`src/rtl/fetch_unit.sv`:
```
// Instruction fetch unit: it keeps the PC, fetches one halfword over a
// request/valid handshake, and holds the IR until downstream advances.
module fetch_unit #(
    parameter logic [15:0] RESET_PC = 16'h0000
) (
    input  logic        CLK,
    input  logic        Reset,
    output logic        MemReq,
    output logic [15:0] MemAddr,
    input  logic        MemValid,
    input  logic [15:0] MemData,
    input  logic        Advance,
    input  logic [1:0]  PCSrc,
    input  logic [15:0] BranchTarget,
    input  logic [15:0] JumpTarget,
    input  logic [15:0] JrData,
    output logic [15:0] PC,
    output logic [15:0] PCPlus2,
    output logic [15:0] IR,
    output logic        InstValid
);

    typedef enum logic [1:0] {
        S_FETCH,
        S_WAIT,
        S_HOLD
    } state_t;

    localparam logic [15:0] RESET_PC_ALIGNED = RESET_PC & 16'hFFFE;

    state_t      r_state;
    state_t      w_nextState;
    logic [15:0] r_pc;
    logic [15:0] r_ir;
    logic [15:0] w_pcPlus2;
    logic [15:0] w_nextPc;

    assign w_pcPlus2 = r_pc + 16'd2;

    always_comb begin
        w_nextPc = w_pcPlus2;
        case (PCSrc)
            2'b00:   w_nextPc = w_pcPlus2;
            2'b01:   w_nextPc = BranchTarget;
            2'b10:   w_nextPc = JumpTarget;
            2'b11:   w_nextPc = JrData;
            default: w_nextPc = w_pcPlus2;
        endcase
    end

    always_comb begin
        w_nextState = r_state;
        case (r_state)
            S_FETCH: w_nextState = S_WAIT;
            S_WAIT:  if (MemValid) w_nextState = S_HOLD;
            S_HOLD:  if (Advance) w_nextState = S_FETCH;
            default: w_nextState = S_FETCH;
        endcase
    end

    // Reset wins over everything, so a MemValid arriving with it is dropped.
    always_ff @(posedge CLK) begin
        if (Reset) begin
            r_state <= S_FETCH;
            r_pc    <= RESET_PC_ALIGNED;
            r_ir    <= 16'h0000;
        end else begin
            r_state <= w_nextState;
            if (r_state == S_WAIT && MemValid) begin
                r_ir <= MemData;
            end
            if (r_state == S_HOLD && Advance) begin
                r_pc <= w_nextPc & 16'hFFFE;
            end
        end
    end

    assign MemReq    = (r_state == S_FETCH) || (r_state == S_WAIT);
    assign MemAddr   = r_pc;
    assign InstValid = (r_state == S_HOLD);
    assign PC        = r_pc;
    assign PCPlus2   = w_pcPlus2;
    assign IR        = r_ir;

endmodule

```
`config.mk`:
```
export PLATFORM = sky130hd
export DESIGN_NAME = fetch_unit
export DESIGN_NICKNAME = d
export VERILOG_FILES = /design/src/rtl/fetch_unit.sv
export SDC_FILE = /design/constraint.sdc
export NUM_CORES = 1
export LEC_CHECK = 0
export ABC_AREA = 1
export CORE_AREA = 2 2 95 97
export DETAILED_ROUTE_END_ITERATION = 8
export DIE_AREA = 0 0 97 99
export GPL_ROUTABILITY_DRIVEN = 0
export PLACE_DENSITY = 0.66
export SLEW_MARGIN = 0
export SYNTH_ARGS = -nofsm -noshare
export SYNTH_HDL_FRONTEND = slang
export SYNTH_SLANG_ARGS = --single-unit
```
`constraint.sdc`:
```
create_clock -name CLK -period 1.3 [get_ports CLK]
set_clock_uncertainty 0.15 [all_clocks]
set_input_delay 0.13 -clock CLK [delete_from_list [all_inputs] [get_ports CLK]]
set_output_delay 0.13 -clock CLK [all_outputs]
set_load 0.005 [all_outputs]
```
==> impl_results.md <==
* Crit path cell chain: ha_4 > nand3_4 > inv_4 > buf_6 > nand4_1 > and2_1 > buf_2
* Total I/O pin count at 136
* Seq/Total Area, Yosys at 31.5%
* # rows at 34
* Crit path required time at 1020 ps
* Top-area cell type share of the netlist area at 31.5%
* Comb power frac at 26.5%
* Hold WC Path Type: in -> reg
* Post-route ant nets at 0
* Largest net degree at the start of global routing at 23
* Dpl hpwl at 5900 um
* Die width at 97 um
* Vias at 2796
* Final setup vio count at 30
* Total GRT Usage at 16.9%
* Final Hold Viols at 0
* Clock share of power at 34.0%
* Clock period minus worst slack at 1780 ps
* Post-route clock period utilization at 137%
* Yosys reg bits at 33
* Sequential power share at 39.5%
* Wirelength per Cell at 14.2 um
* Remaining Overflow, GRT at 0
* Most area-consuming cells after synthesis: dfxtp_1, nand2_1, nor2_1, buf_4, o21ai_0
* Final Util at 51.9%
* Max clock buf depth at 2
* Status: finished with violations
* Clock latency on the worst-skew pair at 290 ps
* Max Cap Viol at 0
* Final WS setup at -483 ps
* Setup crit start kind: flop
* RSZ-0062 raised after global routing: yes
* PwrDens at 624 mW/mm^2
* Crit. End Element: primary output
* H-tree Lvls at 2
* I/O Buffers at 129
* First-pass GRT wire length at 13200 um
* Cells after synthesis at 320
* Mapped cell area at 0.00210 mm^2
* Syn. warnings at 0
* Starting Density at 24.5%
* Root Buffer: clkbuf_8
* TritonCTS buffer count at 5
* Violated checks: setup timing
* P_int at 2.04 mW
* Switch share at 26.3%
* CTS Hold Buffers Added at 0
* Worst path arrival time at 1500 ps
* Vias in the first global route at 2758
* 1st-iter DRT viols at 114
* Die area at 0.00960 mm^2
* Delay of the slowest critical-path stage at 380 ps
* Crit Path Category: reg -> out
* CTS clk-pin slew, worst paths at 70 ps
* Initial antenna violation count at 0
* ANT cells at 0
* Synth Area per Inst at 6.55 um^2
* Clock sink count at 33
* Die height at 99 um
* CTS tree: built
* Cell variety after synth at 27
* Hold Worst Slack at 272 ps
* Number of vias per cell at 4.50
* Final nets at 584
* F_max at 0.561 GHz
* Crit path max fanout at 3
* Core ar. at 0.00855 mm^2
* WL final at 8810 um
* Drt first pass iters at 4
* Post-route insts no fill at 622
* Maximum vdd drop at 0.000466 V
* Crit-path slowest cell: dfxtp_4
* Slew Limit Fails at 0
* Post-synth top area cell: dfxtp_1
* Synth-to-layout area growth at 112%
* P_leak at 2.11 nW
* Share of cells above drive strength 1 at 42.2%
* Inst Count DP at 575
* NetSw at 0.728 mW
* Residual DRC at 0
==> cell usage after synthesis <==
library cell,n
clkinv_2,1
nand3_2,2
inv_1,21
and2_1,3
buf_2,4
conb_1,1
nand3_1,24
nand2_2,5
ha_1,1
xnor2_2,1
xnor2_1,2
buf_6,1
o21ai_0,28
xor2_1,2
nand2_1,78
dfxtp_1,33
nor2_1,48
a41oi_1,2
clkbuf_1,3
inv_2,4
buf_4,21
nand4_1,6
a21oi_1,18
o21ai_1,1
nor2_4,8
a21oi_2,1
xor2_2,1
==> layout make-up <==
cell class / count / area, um^2
clock buffer: 8 / 111
fill: 806 / 4120
inverter: 26 / 115
multi-input combinational: 234 / 1410
sequential: 33 / 702
tap: 108 / 135
timing repair buffer: 213 / 1960
==> final timing paths <==
path | start | slack [ps] | end | depth (start not counted)
max | MemAddr[1] | -480 | PCPlus2[13] | 7
min reg2reg | IR[13] | 360 | IR[13] | 2
min | MemData[8] | 270 | IR[8] | 3
max reg2reg | MemAddr[4] | -300 | MemAddr[14] | 11
==> worst max-delay path: cells and delay by family, from the launching register on <==
kind	cells	cell delay, ps
flops	1	380
simple gates	3	360
buf+inv	3	310
fa+ha+maj	1	150
==> through the flow <==
step                TNS, ps  instance area (um^2)  total power [mW]  worst slack, ps
floorplan             -45.1                  2140              1.35            -28.2
global placement     -11460                  3740              1.81             -456
detailed placement   -12600                  3740              1.82             -508
CTS                   -6520                  4140              2.74             -477
global route          -9600                  4440              2.91             -553
finish                -7770                  4440              2.77             -483
==> sequential cells by signal, indices dropped and copies added, names as in the netlist <==
| name | flops |
|---|---|
| IR | 16 |
| MemAddr | 15 |
| r_state | 2 |
==> layer usage <==
metal  share of wire [%]  track usage, %  vias up
li1                    -               -     1382
met1                  40            19.4     1313
met2                  53            31.1       86
met3                 4.6            3.55       15
met4                 2.0            5.85        0
met5                   0               0        -
==> power by group through the flow <==
| stage | logic (mW) | registers, mW | clock network, mW |
|---|---|---|---|
| floorplan | 0.219 | 1.13 | 0 |
| global placement | 0.689 | 1.12 | 0 |
| detailed placement | 0.698 | 1.12 | 0 |
| CTS | 0.691 | 1.09 | 0.960 |
| global route | 0.793 | 1.10 | 1.02 |
| finish | 0.732 | 1.09 | 0.941 |
==> layout by cell type (no fill, tap or decap), types with 6 or more instances in the layout <==
cell type,instances
dfxtp_2,9
nor2_4,9
nand3_2,9
buf_2,24
clkdlybuf4s50_1,64
clkbuf_8,6
o21ai_0,27
nand3_1,14
a21oi_1,9
clkbuf_2,7
nor2_1,45
inv_1,19
buf_6,41
dfxtp_1,16
a21oi_2,10
buf_4,43
nand2_1,63
nand2_2,14
dfxtp_4,8
nand2_4,6
dlygate4sd2_1,21
nand4_1,6
==> what timing repair did <==
action,in CTS,in global routing
endpoints found under the setup margin,78,71
pin swaps,22,25
gates resized for setup,229,83
buffers inserted,33,19
gates cloned,0,1
==> logic make-up (layout without fill, tap and decap cells) <==
logic type / Yosys count / count (layout) / synth area share [%]
xor gates and xnor gates: 6 / 6 / 3.22
DFF: 33 / 33 / 31.5
AOI/OAI and AO/OA: 50 / 50 / 12.5
buffers and inverters: 55 / 247 / 14.3
adders and majority gates: 1 / 1 / 0.597
and+or+nand+nor: 174 / 174 / 37.7
other: 1 / 3 / 0.179
Note: power is estimated with default switching activity, not from simulation.
